--- config.mk ---
export PLATFORM = sky130hd
export DESIGN_NAME = oam_read_arbiter
export DESIGN_NICKNAME = d
export VERILOG_FILES = /design/src/rtl/oam_read_arbiter.sv
export SDC_FILE = /design/constraint.sdc
export NUM_CORES = 1
export LEC_CHECK = 0
export ABC_AREA = 1
export ABC_CLOCK_PERIOD_IN_PS = 7600
export CAP_MARGIN = 20
export CORE_MARGIN = 2
export CORE_UTILIZATION = 42
export CTS_CLUSTER_DIAMETER = 30
export CTS_CLUSTER_SIZE = 30
export DETAILED_ROUTE_END_ITERATION = 8
export HOLD_SLACK_MARGIN = 0.02
export PLACE_DENSITY = 0.84
export RECOVER_POWER = 100
export SYNTH_ARGS = -nofsm -noshare
export SYNTH_HDL_FRONTEND = slang
export SYNTH_SLANG_ARGS = --single-unit
export TNS_END_PERCENT = 1
--- constraint.sdc ---
create_clock -name clk -period 7.6 [get_ports clk]
set_input_delay 0.76 -clock clk [delete_from_list [all_inputs] [get_ports clk]]
set_output_delay 0.76 -clock clk [all_outputs]
set_load 0.05 [all_outputs]
--- src/rtl/oam_read_arbiter.sv ---
// oam_read_arbiter: two-requester arbiter in front of a single OAM read port.
// Latency: grant is combinational with the request; read data returns on
// rvalidN exactly READ_LAT cycles after gntN. Backpressure: a losing or
// lock-stalled requester sees gnt=0 and must hold its request.
//
// Ports:
//   clk, rst            pixel clock, asynchronous active-high reset
//   req0/1, addr0/1     read request and OAM address per requester
//   lock0/1             keep ownership across consecutive reads
//   gnt0/1              read accepted this cycle (never both high)
//   rvalid0/1, rdata0/1 returned OAM word, one-cycle valid pulse per read
//   mem_addr, mem_rdata OAM read port (data captured READ_LAT-1 cycles
//                       after the address was driven)
//   busy                reads in flight or a lock held
//
// Optional feature: define OAM_ARB_ROUND_ROBIN_EN to replace fixed priority
// (requester 0 wins) with alternating priority on simultaneous requests.
module oam_read_arbiter #(
  parameter int ADDR_W   = 6,
  parameter int DATA_W   = 32,
  parameter int READ_LAT = 1    // legal range 1..4
) (
  input  logic              clk,
  input  logic              rst,
  input  logic              req0,
  input  logic              req1,
  input  logic [ADDR_W-1:0] addr0,
  input  logic [ADDR_W-1:0] addr1,
  input  logic              lock0,
  input  logic              lock1,
  output logic              gnt0,
  output logic              gnt1,
  output logic              rvalid0,
  output logic              rvalid1,
  output logic [DATA_W-1:0] rdata0,
  output logic [DATA_W-1:0] rdata1,
  output logic [ADDR_W-1:0] mem_addr,
  input  logic [DATA_W-1:0] mem_rdata,
  output logic              busy
);

  typedef enum logic [1:0] {
    UNLOCKED = 2'd0,
    LOCK0    = 2'd1,
    LOCK1    = 2'd2
  } state_t;

  state_t state, state_nxt;
  logic   g0, g1;

  logic [ADDR_W-1:0]   addr_q;
  logic [READ_LAT-1:0] pipe_v;   // read issued, one bit per latency stage
  logic [READ_LAT-1:0] pipe_id;  // requester of that read (1 = requester 1)
  logic                tap_v, tap_id;
  logic [DATA_W-1:0]   rdata0_q, rdata1_q;

`ifdef OAM_ARB_ROUND_ROBIN_EN
  logic last_q;  // requester granted most recently
`endif

  // State register.
  always_ff @(posedge clk or posedge rst) begin
    if (rst) begin
      state <= UNLOCKED;
    end else begin
      state <= state_nxt;
    end
  end

  // Grant and next-state logic.
  always_comb begin
    g0 = 1'b0;
    g1 = 1'b0;
    case (state)
      LOCK0: begin
        if (req0 && lock0) begin
          g0 = 1'b1;
        end else begin
          // Owner released: the other side gets the port in the exit cycle.
          g1 = req1;
        end
      end
      LOCK1: begin
        if (req1 && lock1) begin
          g1 = 1'b1;
        end else begin
          g0 = req0;
        end
      end
      default: begin
        if (req0 && req1) begin
`ifdef OAM_ARB_ROUND_ROBIN_EN
          if (last_q) g0 = 1'b1;
          else        g1 = 1'b1;
`else
          g0 = 1'b1;
`endif
        end else begin
          g0 = req0;
          g1 = req1;
        end
      end
    endcase

    // Reset masks the grant even though it is combinational.
    if (rst) begin
      g0 = 1'b0;
      g1 = 1'b0;
    end

    // Every state computes the same way: a locked grant owns the next cycle.
    if (g0 && lock0)      state_nxt = LOCK0;
    else if (g1 && lock1) state_nxt = LOCK1;
    else                  state_nxt = UNLOCKED;
  end

  assign gnt0     = g0;
  assign gnt1     = g1;
  assign mem_addr = g0 ? addr0 : (g1 ? addr1 : addr_q);

  // Memory data for a read is present READ_LAT-1 cycles after its grant, so
  // capture is keyed off the stage just ahead of the last one.
  generate
    if (READ_LAT == 1) begin : g_tap_direct
      assign tap_v  = g0 | g1;
      assign tap_id = g1;
    end else begin : g_tap_pipe
      assign tap_v  = pipe_v[READ_LAT-2];
      assign tap_id = pipe_id[READ_LAT-2];
    end
  endgenerate

  always_ff @(posedge clk or posedge rst) begin
    if (rst) begin
      addr_q   <= '0;
      pipe_v   <= '0;
      pipe_id  <= '0;
      rdata0_q <= '0;
      rdata1_q <= '0;
    end else begin
      addr_q     <= mem_addr;
      pipe_v[0]  <= g0 | g1;
      pipe_id[0] <= g1;
      for (int i = 1; i < READ_LAT; i++) begin
        pipe_v[i]  <= pipe_v[i-1];
        pipe_id[i] <= pipe_id[i-1];
      end
      if (tap_v && !tap_id) rdata0_q <= mem_rdata;
      if (tap_v && tap_id)  rdata1_q <= mem_rdata;
    end
  end

`ifdef OAM_ARB_ROUND_ROBIN_EN
  always_ff @(posedge clk or posedge rst) begin
    if (rst) begin
      last_q <= 1'b1;
    end else if (g0 || g1) begin
      last_q <= g1;
    end
  end
`endif

  assign rvalid0 = pipe_v[READ_LAT-1] & ~pipe_id[READ_LAT-1];
  assign rvalid1 = pipe_v[READ_LAT-1] &  pipe_id[READ_LAT-1];
  assign rdata0  = rdata0_q;
  assign rdata1  = rdata1_q;
  assign busy    = (|pipe_v) | (state != UNLOCKED);

endmodule

## Word-level counts from Yosys, hierarchy flattened

Index checks and enable logic that the tools add are counted.

| word-level totals | value |
|---|---|
| bits in registers | 74 |
| input bits | 50 |
| output and inout bits | 75 |
| word-level logic and storage cells | 36 |

| operators by class | value |
|---|---|
| equality and inequality tests | 2 |
| muxes and demuxes | 14 |
| bitwise gates (word level) | 5 |
| reductions and logical operators | 9 |

Operator list:

| operator | number |
|---|---|
| two-way mux 6 bit | 2 |
| two-way mux 1 bit | 8 |
| logical AND 1 bit | 7 |
| two-way mux 2 bit | 2 |
| one-hot mux 1 bit (2 select lines) | 2 |
| bitwise AND 1 bit | 2 |
| equality test 2 x 1 -> 1 bit, second input constant | 1 |
| equality test 2 bit, second input constant | 1 |
| OR 1 bit | 2 |
| nonzero test 2 bit | 1 |
| zero test 1 bit | 1 |
| NOT 1 bit | 1 |

## Depth between registers and ports, before layout

Gate-level depths: netlist (run 1).

| logic depth | value |
|---|---|
| depth after elaboration | 7 |
| gate-level depth with buffers | 10 |
| gate-level depth less buffers | 10 |

## Worst setup path before layout (run 1)

OpenSTA, ideal clock, no wires.

| timing | value |
|---|---|
| path kind | input -> register |
| start point | input port rst |
| end point | register rdata0_q[0], in the netlist rdata0[0] |
| setup time | 0.077 ns |
| arrival | 3.582 ns |
| required time | 7.523 ns |
| path slack | 3.940 ns |
| stages | 4 |
| buffers on the path | 1 |
| cell sequence | clkinv_1 > clkbuf_1 > nand4_1 > nand2_1 |

| between the ends | value |
|---|---|
| longest elaborated chain between the ends | 3 |
| elaborated cells on any way between the ends | 5 |
| those cells by class | mux: 2; bitwise: 1; reduce/logical: 2 |

Ends and longest elaborated chain:

| item | line | source |
|---|---|---|
| start: declaration | 24 | `input logic rst,` |
| two-way mux 1 bit | 106 | `if (rst) begin` |
| OR 1 bit or zero test 1 bit (tied branches) | 125, 148 |  |
| logical AND 1 bit (*) | 148 | `if (tap_v && !tap_id) rdata0_q <= mem_rdata;` |
| end signal: assignment | 148 |  |
| end: declaration | 55 | `logic [DATA_W-1:0] rdata0_q, rdata1_q;` |

Mark *: on every way between the ends. The rest lies on a longest branch, timed or not.
A chain may end at the register's enable or synchronous reset.

## Final worst setup path (run 1)

| timing | value |
|---|---|
| start point | input port rst |
| end point | output port mem_addr[0] |

| between the ends | value |
|---|---|
| longest elaborated chain between the ends | 3 |
| elaborated cells on any way between the ends | 4 |
| those cells by class | mux: 4 |

Ends and longest elaborated chain:

| item | line | source |
|---|---|---|
| two-way mux 1 bit | 106 |  |
| two-way mux 6 bit | 119 | `assign mem_addr = g0 ? addr0 : (g1 ? addr1 : addr_q);` |
| two-way mux 6 bit (*) | 119 |  |
| end: declaration | 37 | `output logic [ADDR_W-1:0] mem_addr,` |

Marked as above.

==> metrics, run 1 <==
yosys warns=0; Yosys top cell by area=dfrtp_1; First DRT Iteration DRCs=164; Leak Pwr=2.40 nW; Synth Area in Simple Gates=0.332; Max Clock Freq=183 MHz; R2R Setup Slk=4.37 ns; commonest cells in the netlist=nand2_1 (188), dfrtp_1 (74), nand4_1 (33), inv_1 (20), nand3_1 (16); met3 Track Usage GR=0.0520; met1 Track Usage GR=0.265; pin count of the biggest net entering global routing=74; DPL Wire Length=5730 microns; ys flop type=dfrtp_1; RSZ-0062 raised after global routing=no; Hold Path Class=reg -> reg; Worst Setup End Kind=output pin; post-synthesis cell count=362; Synthesized Nets=415; layout cells sized above 1=0.0393; row count=31; fin. max-slew vios=112; Mapped Area=3110 sq um; Worst R2R Path Depth=8; Final Skew=0.00825 ns; Die Y-Extent=90.1 microns; crit-path max FO=48; Yosys reg bits=74; final setup margin=2.13 ns; ys async rst share=1.00; Wirelength per Cell=14.3 microns; GPL Wtd Cong=0.916; Initial Utilization=0.431; largest family of logic cells by synthesized area=simple AND/OR/NAND/NOR gates; met2 Track Usage GR=0.357; setup tns final=0 ns; Synth Area in XOR/XNOR=0; port buffer count=124; first-pass GRT wire length=13900 microns; worst slew pin tran=2.94 ns; Max clock buf depth=2; Via density=4.86; DP Area=4400 sq um; Worst Path Arrival=4.71 ns; Area Overhead vs Synth=48.2%; fin crit period=5.47 ns; num ports=125; CTS Buf Count=9; outcome=complete, but fails checks; failing checks=capacitance limit, slew limit; worst hold slack=0.470 ns; critical path startpoint category=input port; GRT busiest layer=met2; postcts setup bufs=0; post-synthesis mux area share=0; post-synth top area share=0.595; PD cells=333 nW/um^2; Rel. slew slack=-0.963; VDD IR-drop max=0.189 mV; Routed Antenna Nets=0; Final Core Density=0.639; drt total wl=8360 microns; clk sink count=74; gr ovfl total=0; H-tree depth=3; GR Util All Layers=0.213; die width=90.1 microns; final setup violation count=0; core area=7210 sq um; Fin. Hold Viols=0; vias in the first global route=2879; max cap viols=2; cell area after layout=4610 sq um; CTS Hold Buffers Added=0; Seq/Total Area, Yosys=0.595; cts repair resizes=0; # diodes=0; fillcell total=626; final worst path period share=0.719; synth top area cells=dfrtp_1 (59%), nand2_1 (23%), nand4_1 (6.6%); CTS tree=done; Placement Setup Slack=3.16 ns; EDFF count, synth=0; most common cell in the netlist=nand2_1; routed vias=2835; clk root buf=clkbuf_8; drt pass-1 iters=4; initial antenna violation count=0; post-synthesis compound-gate area fraction=0.00523; Synth cell types=17; Req. time, crit path=6.84 ns; die area=8120 sq um; Reg clk slew, reported paths=0.08 ns; crit path kind=in -> out; Avg Cell Area, Syn=8.60 sq um; Clock Latency Late Sink=0.34 ns; drc violations=0; Final nets=532; Adder-Cell Fraction of Synth Area=0.0121; hold depth=2
## critical path, stage by stage
cell and delay [ns]:
clkdlybuf4s50_1 0.49, clkinvlp_2 1.38, nand2_1 0.85, inv_1 0.24, nand2_1 0.12, nand2_1 0.07, dlygate4sd3_1 0.77
## logic make-up (layout without fill, tap and decap cells)
logic type | Yosys count | in the layout
fa+ha+maj | 3 | 3
simple gates | 242 | 242
flops | 74 | 74
compound gates | 1 | 1
buf+inv | 42 | 164
## state kept, by name (all words and copies together), names as in the netlist
register	cells
addr_q	6
pipe_id	1
pipe_v	1
rdata0	32
rdata1	32
state	2
## per-stage QoR
| stage | cells | power, mW |
|---|---|---|
| floorplan | 362 | 0.969 |
| global placement | 567 | 1.21 |
| detailed placement | 567 | 1.22 |
| CTS | 583 | 1.58 |
| global route | 583 | 1.61 |
| finish | 583 | 1.54 |
## worst paths after layout
check | endpoint | startpoint
worst max-delay path | mem_addr[0] | rst
worst min-delay path | rdata0[25]$_DFFE_PP0P_ | rdata0[25]$_DFFE_PP0P_
worst max register to register | rdata0[28]$_DFFE_PP0P_ | state[1]$_DFF_PP0_
worst min register to register | rdata0[25]$_DFFE_PP0P_ | rdata0[25]$_DFFE_PP0P_
max in group asynchronous | rdata0[11]$_DFFE_PP0P_ | rst
min in group asynchronous | rdata1[0]$_DFFE_PP0P_ | rst
## final cells by class
class | instances | area (sq um) | area share
clock inverters | 5 | 103 | 0.0222
clock buffers | 11 | 131 | 0.0285
repair buffers | 125 | 1240 | 0.270
multi-input cells | 246 | 1070 | 0.232
flip-flops and latches | 74 | 1850 | 0.401
inverters | 23 | 87.6 | 0.0190
well taps | 99 | 124 | 0.0269
## cells in the final DEF, fill, tap and decap left out, drive strengths merged
cell type,instances
nand3,18
clkdlybuf4s50,48
clkbuf,12
inv,22
nor2,1
nand2,190
a21oi,1
dlygate4sd3,76
ha,3
bufinv,3
clkinvlp,2
clkinv,1
dfrtp,74
nand4,33
## metal layers
layer | vias to the layer above | part of all wire
met2 | 105 | 0.51
li1 | 1368 | -
met1 | 1346 | 0.41
met5 | - | 0
met4 | 0 | 0.020
met3 | 16 | 0.055
## report_power, final
group	total [mW]	switching (mW)	internal [mW]
Sequential	0.530	0.0482	0.482
Clock	0.363	0.145	0.218
Combinational	0.643	0.461	0.182
Total	1.54	0.654	0.882
No activity file was read; power rests on OpenSTA's default activity.
==> run 2: changes to the inputs <==
- ABC_CLOCK_PERIOD_IN_PS: 7600 -> 5700
- clock period: 7.6 -> 5.7 ns (I/O delays scaled with it)
==> run 2 against run 1 <==
  * The flow still finishes with violations (capacitance limit, slew limit)
  * Highest routed layer unchanged
  * Largest cell class unchanged
  * Cell area down 0.11%
  * Critical endpoint is now mem_addr[1]
  * First-iteration DRC count decreased by 1.2%
  * Die area did not move
==> metrics, run 2 (synthesized netlist as in run 1, its figures left out) <==
vias in the first global route=2790 (-3.1%); initial antenna violation count=0 (unchanged); crit-path max FO=73 (+52%); Max Clock Freq=245 MHz; DP Cell Count=569 (+0.35%); die area=8120 sq um (unchanged); PD cells=435 nW/um^2 (+31%); setup tns final=0 ns (unchanged); GR Util All Layers=0.207 (-0.00624); Fin. Hold Viols=0 (unchanged); max cap viols=1 (-1); critical path startpoint category=flop; Rel. slew slack=-0.968 (-0.00586); crit path kind=reg -> out; Worst R2R Path Depth=9 (+1); failing checks=capacitance limit, slew limit; First DRT Iteration DRCs=162 (-1.2%); first-pass GRT wire length=13500 microns (-2.5%); VDD IR-drop max=0.217 mV (+15%); Hold Path Class=reg -> reg; DPL Wire Length=5590 microns (-2.5%); die width=90.1 microns (unchanged); routed vias=2824 (-0.39%); drt pass-1 iters=4 (unchanged); worst slew pin tran=2.95 ns (+0.00879 ns); outcome=complete, but fails checks; Reg clk slew, reported paths=0.07 ns (about the same); RSZ-0062 raised after global routing=no; final setup violation count=0 (unchanged); Routed Antenna Nets=0 (unchanged); clk sink count=74 (unchanged); hold depth=2 (unchanged); Req. time, crit path=5.13 ns (-1.71 ns); cts repair resizes=0 (unchanged); Via density=4.84 (-0.56%); core area=7210 sq um (unchanged); Leak Pwr=2.41 nW (+0.33%); fin crit period=4.09 ns; fillcell total=615 (-1.8%); row count=31 (unchanged); CTS Buf Count=9 (unchanged); gr ovfl total=0 (unchanged); Worst Path Arrival=3.52 ns (-1.19 ns); drt total wl=8110 microns (-3.0%); Final Skew=0.0119 ns (+0.00366 ns); post-route insts no fill=584 (+0.17%); H-tree depth=3 (unchanged); Area Overhead vs Synth=48.0%; commonest cells after routing, fill and taps aside=nand2_1 (188), dlygate4sd3_1 (76), dfrtp_1 (74), clkdlybuf4s50_1 (48), nand4_1 (33); postcts setup bufs=0 (unchanged); drc violations=0 (unchanged); CTS Hold Buffers Added=0 (unchanged); Max clock buf depth=2 (unchanged); layout cells sized above 1=0.0412 (+0.00198); Die Y-Extent=90.1 microns (unchanged); Worst Setup End Kind=output pin; Final nets=534 (+0.38%); Wirelength per Cell=13.9 microns (-3.2%); port buffer count=124 (unchanged); final worst path period share=0.717; pin count of the biggest net entering global routing=74 (unchanged); GPL Wtd Cong=0.828 (-9.7%); Initial Utilization=0.431 (unchanged); commonest non-fill, non-tap cell in the layout=nand2_1; Clock Latency Late Sink=0.33 ns (about the same); CTS tree=done; # diodes=0 (unchanged); clk root buf=clkbuf_8; fin. max-slew vios=63 (-44%); num ports=125 (unchanged)
## run 2: metrics by stage
stage | setup slack, ns | hold slack, ns | power, mW | utilization | instance area [sq um]
finish | 1.61 | 0.467 | 2.01 | 0.639 | 4610
global route | 1.04 | 0.503 | 2.11 | 0.639 | 4610
floorplan | 1.99 | 0.680 | 1.29 | - | 3110
CTS | 1.88 | 0.480 | 2.08 | 0.642 | 4630
detailed placement | 1.88 | 0.457 | 1.63 | 0.612 | 4420
global placement | 2.06 | 0.457 | 1.61 | 0.612 | 4420
## run 2: per-layer routing
metal	up-vias	track usage	wire length (microns)
met5	-	0	0
met4	0	0.0923	101
met3	8	0.0427	460
met2	104	0.335	3980
met1	1331	0.268	3570
li1	1381	-	-
## run 2: final cells by class
type	instances	area (sq um)	share of cell area
inverters	23	88.8	0.0193
multi-input cells	246	1070	0.232
repair buffers	127	1260	0.273
clock buffers	10	138	0.0299
clock inverters	5	78.8	0.0171
flip-flops and latches	74	1850	0.402
well taps	99	124	0.0269
## run 2: worst max-delay path, stage by stage, from the launching register on
cell and delay, ns:
dfrtp_1 0.35, inv_1 0.07, ha_1 0.35, clkinv_1 0.08
a21oi_1 0.53, nand2_4 0.55, nand2_1 0.18, nand3_1 0.09
nand2_1 0.10, dlygate4sd3_1 0.88
## run 2: path summary, 6_finish.rpt
path                       slack [ns]                   start                     end
setup / recovery                 1.61      state[0]$_DFF_PP0_             mem_addr[1]
hold / removal                   0.47  rdata0[20]$_DFFE_PP0P_  rdata0[20]$_DFFE_PP0P_
setup reg to reg                 2.14      state[0]$_DFF_PP0_      state[1]$_DFF_PP0_
hold reg to reg                  0.47  rdata0[20]$_DFFE_PP0P_  rdata0[20]$_DFFE_PP0P_
max in group asynchronous        1.75                     rst      state[0]$_DFF_PP0_
min in group asynchronous        0.77                     rst   rdata0[0]$_DFFE_PP0P_
## run 2: report_power, final
| group | internal (mW) | switching (mW) | total (mW) |
|---|---|---|---|
| Sequential | 0.643 | 0.0647 | 0.707 |
| Combinational | 0.243 | 0.612 | 0.855 |
| Clock | 0.255 | 0.188 | 0.443 |
==> run 3: changes to the inputs <==
- ABC_CLOCK_PERIOD_IN_PS: 5700 -> 3620
- CORE_UTILIZATION: 42 -> 39
- PLACE_DENSITY: 0.84 -> 0.82
- clock period: 5.7 -> 3.62 ns (I/O delays scaled with it)
==> run 3 against run 2 <==
  * The run still ends with capacitance limit, slew limit left
  * Clock skew down 0.0025 ns
  * Sequential power is 57% higher
  * Clock power rose by 55%
  * Combinational power increased by 58%
  * First-iteration DRC count decreased by 37%
==> metrics, run 3 (synthesized netlist as in run 1, its figures left out) <==
layout cells sized above 1=0.0512 (+0.00999); crit path kind=reg -> out; Clock Latency Late Sink=0.34 ns (about the same); GR Util All Layers=0.191 (-0.0153); critical path startpoint category=flop; Detail Route met2 WL=3910 microns (-1.8%); Worst Path Arrival=2.59 ns (-0.93 ns); Wirelength per Cell=13.6 microns (-1.8%); setup tns final=0 ns (unchanged); NetSw=1.37 mW (+58%); Fin. Hold Viols=0 (unchanged); sw frac=0.435 (+0.00389); # diodes=0 (unchanged); worst slew pin tran=2.29 ns (-0.659 ns); Worst Setup SP=state[1]$_DFF_PP0_; postcts setup bufs=0 (unchanged); Rel. slew slack=-0.529 (+0.439); port buffer count=124 (unchanged); PD cells=682 nW/um^2 (+57%); DPL Wire Length=5590 microns (about the same); vias in the first global route=2701 (-3.2%); Final Skew=0.00938 ns (-0.00252 ns); Routed Antenna Nets=0 (unchanged); Final Core Density=0.596 (-0.0427); Gate power share=0.428 (+0.002); Worst Setup End Kind=output pin; Reg clk slew, reported paths=0.07 ns (about the same); pin count of the biggest net entering global routing=59 (-20%); cts repair resizes=0 (unchanged); final worst path period share=0.815; drt pass-1 iters=4 (unchanged); max cap viols=1 (unchanged); VDD IR-drop max=0.396 mV (+82%); H-tree depth=3 (unchanged); Via density=4.79 (-0.88%); fin. max-slew vios=50 (-21%); drt total wl=8040 microns (-0.83%); area occupied by multi-input gates=1080 sq um (+1.1%); drc violations=0 (unchanged); First DRT Iteration DRCs=102 (-37%); initial antenna violation count=0 (unchanged); clock power share=0.219 (-0.002); failing checks=capacitance limit, slew limit; Hold Path Class=reg -> reg; fillcell total=684 (+11%); Reg area=1850 sq um (unchanged); first-pass GRT wire length=13100 microns (-3.3%); clk root buf=clkbuf_8; DP Area=4430 sq um (+0.26%); CTS Hold Buffers Added=0 (unchanged); Area Overhead vs Synth=48.0% (about the same); Die Y-Extent=93.3 microns (+3.6%); CTS Buf Count=9 (unchanged); GPL Wtd Cong=0.814 (-1.6%); Initial Utilization=0.403 (-0.0286); commonest non-fill, non-tap cell in the layout=nand2_1; top sig layer=met4; clk sink count=74 (unchanged); final setup violation count=0 (unchanged); die area=8710 sq um (+7.3%); num ports=125 (unchanged); commonest cells after routing, fill and taps aside=nand2_1 (188), dfrtp_1 (74), dlygate4sd3_1 (67), clkdlybuf4s50_1 (49), nand4_1 (33); met3 WL=580 microns (+26%); routed vias=2828 (+0.14%); crit-path max FO=37 (-49%); gr ovfl total=0 (unchanged); RSZ-0062 raised after global routing=no; worst hold slack=0.472 ns (+0.00476 ns); Max Clock Freq=339 MHz; row count=32 (+3.2%); WL met1=3430 microns (-3.8%); die width=93.3 microns (+3.6%); P_int=1.78 mW (+56%); outcome=complete, but fails checks; cell area after layout=4610 sq um (about the same); core area=7730 sq um (+7.1%); Req. time, crit path=3.26 ns (-1.87 ns); Reg power frac=0.353 (about the same); Final nets=536 (+0.37%); Max clock buf depth=2 (unchanged); Hold Crit Start=rdata0[29]$_DFFE_PP0P_; Reg-to-Reg Start=state[1]$_DFF_PP0_; CTS tree=done; fin crit period=2.95 ns; Leak Pwr=2.40 nW (-0.68%)
[run 3: worst paths after layout]
check | endpoint | slack (ns) | cells after the start
max in group asynchronous | rdata1[14]$_DFFE_PP0P_ | 0.94 | 3
min | rdata0[29]$_DFFE_PP0P_ | 0.47 | 2
max reg2reg | rdata0[18]$_DFFE_PP0P_ | 0.78 | 8
min reg2reg | rdata0[29]$_DFFE_PP0P_ | 0.47 | 2
max | gnt1 | 0.67 | 7
min in group asynchronous | rdata0[30]$_DFFE_PP0P_ | 0.94 | 3
[run 3: layer usage]
metal,vias up,GRT usage
li1,1388,-
met1,1328,0.250
met2,103,0.309
met3,9,0.0475
met4,0,0.0699
met5,-,0
[run 3: worst max-delay path: stages, from the launching register on]
cell and delay (ns):
dfrtp_1 0.36, inv_1 0.07, ha_1 0.35, inv_1 0.09
a21oi_4 0.26, nand2_4 0.27, inv_1 0.60, buf_12 0.22
[run 3: layout make-up]
cell class / count / area share
clock buffer: 10 / 0.0277
tap: 102 / 0.0277
clock inverter: 6 / 0.0196
timing repair buffer: 129 / 0.269
multi-input combinational: 246 / 0.235
sequential: 74 / 0.402
inverter: 23 / 0.0190
[run 3: per-stage QoR]
step	std cells	setup slack (ns)	power (mW)
3_5_place_dp	574	0.984	2.56
3_3_place_gp	574	1.08	2.54
4_1_cts	590	0.896	3.26
5_1_grt	590	0.387	3.30
6_report	590	0.671	3.14
2_1_floorplan	362	0.121	2.03
[run 3: power groups by stage]
| stage | Clock [mW] | Combinational [mW] | Sequential, mW |
|---|---|---|---|
| floorplan | 0 | 0.319 | 1.72 |
| global placement | 0 | 1.41 | 1.13 |
| detailed placement | 0 | 1.43 | 1.13 |
| CTS | 0.707 | 1.43 | 1.12 |
| global route | 0.751 | 1.42 | 1.13 |
| finish | 0.688 | 1.35 | 1.11 |
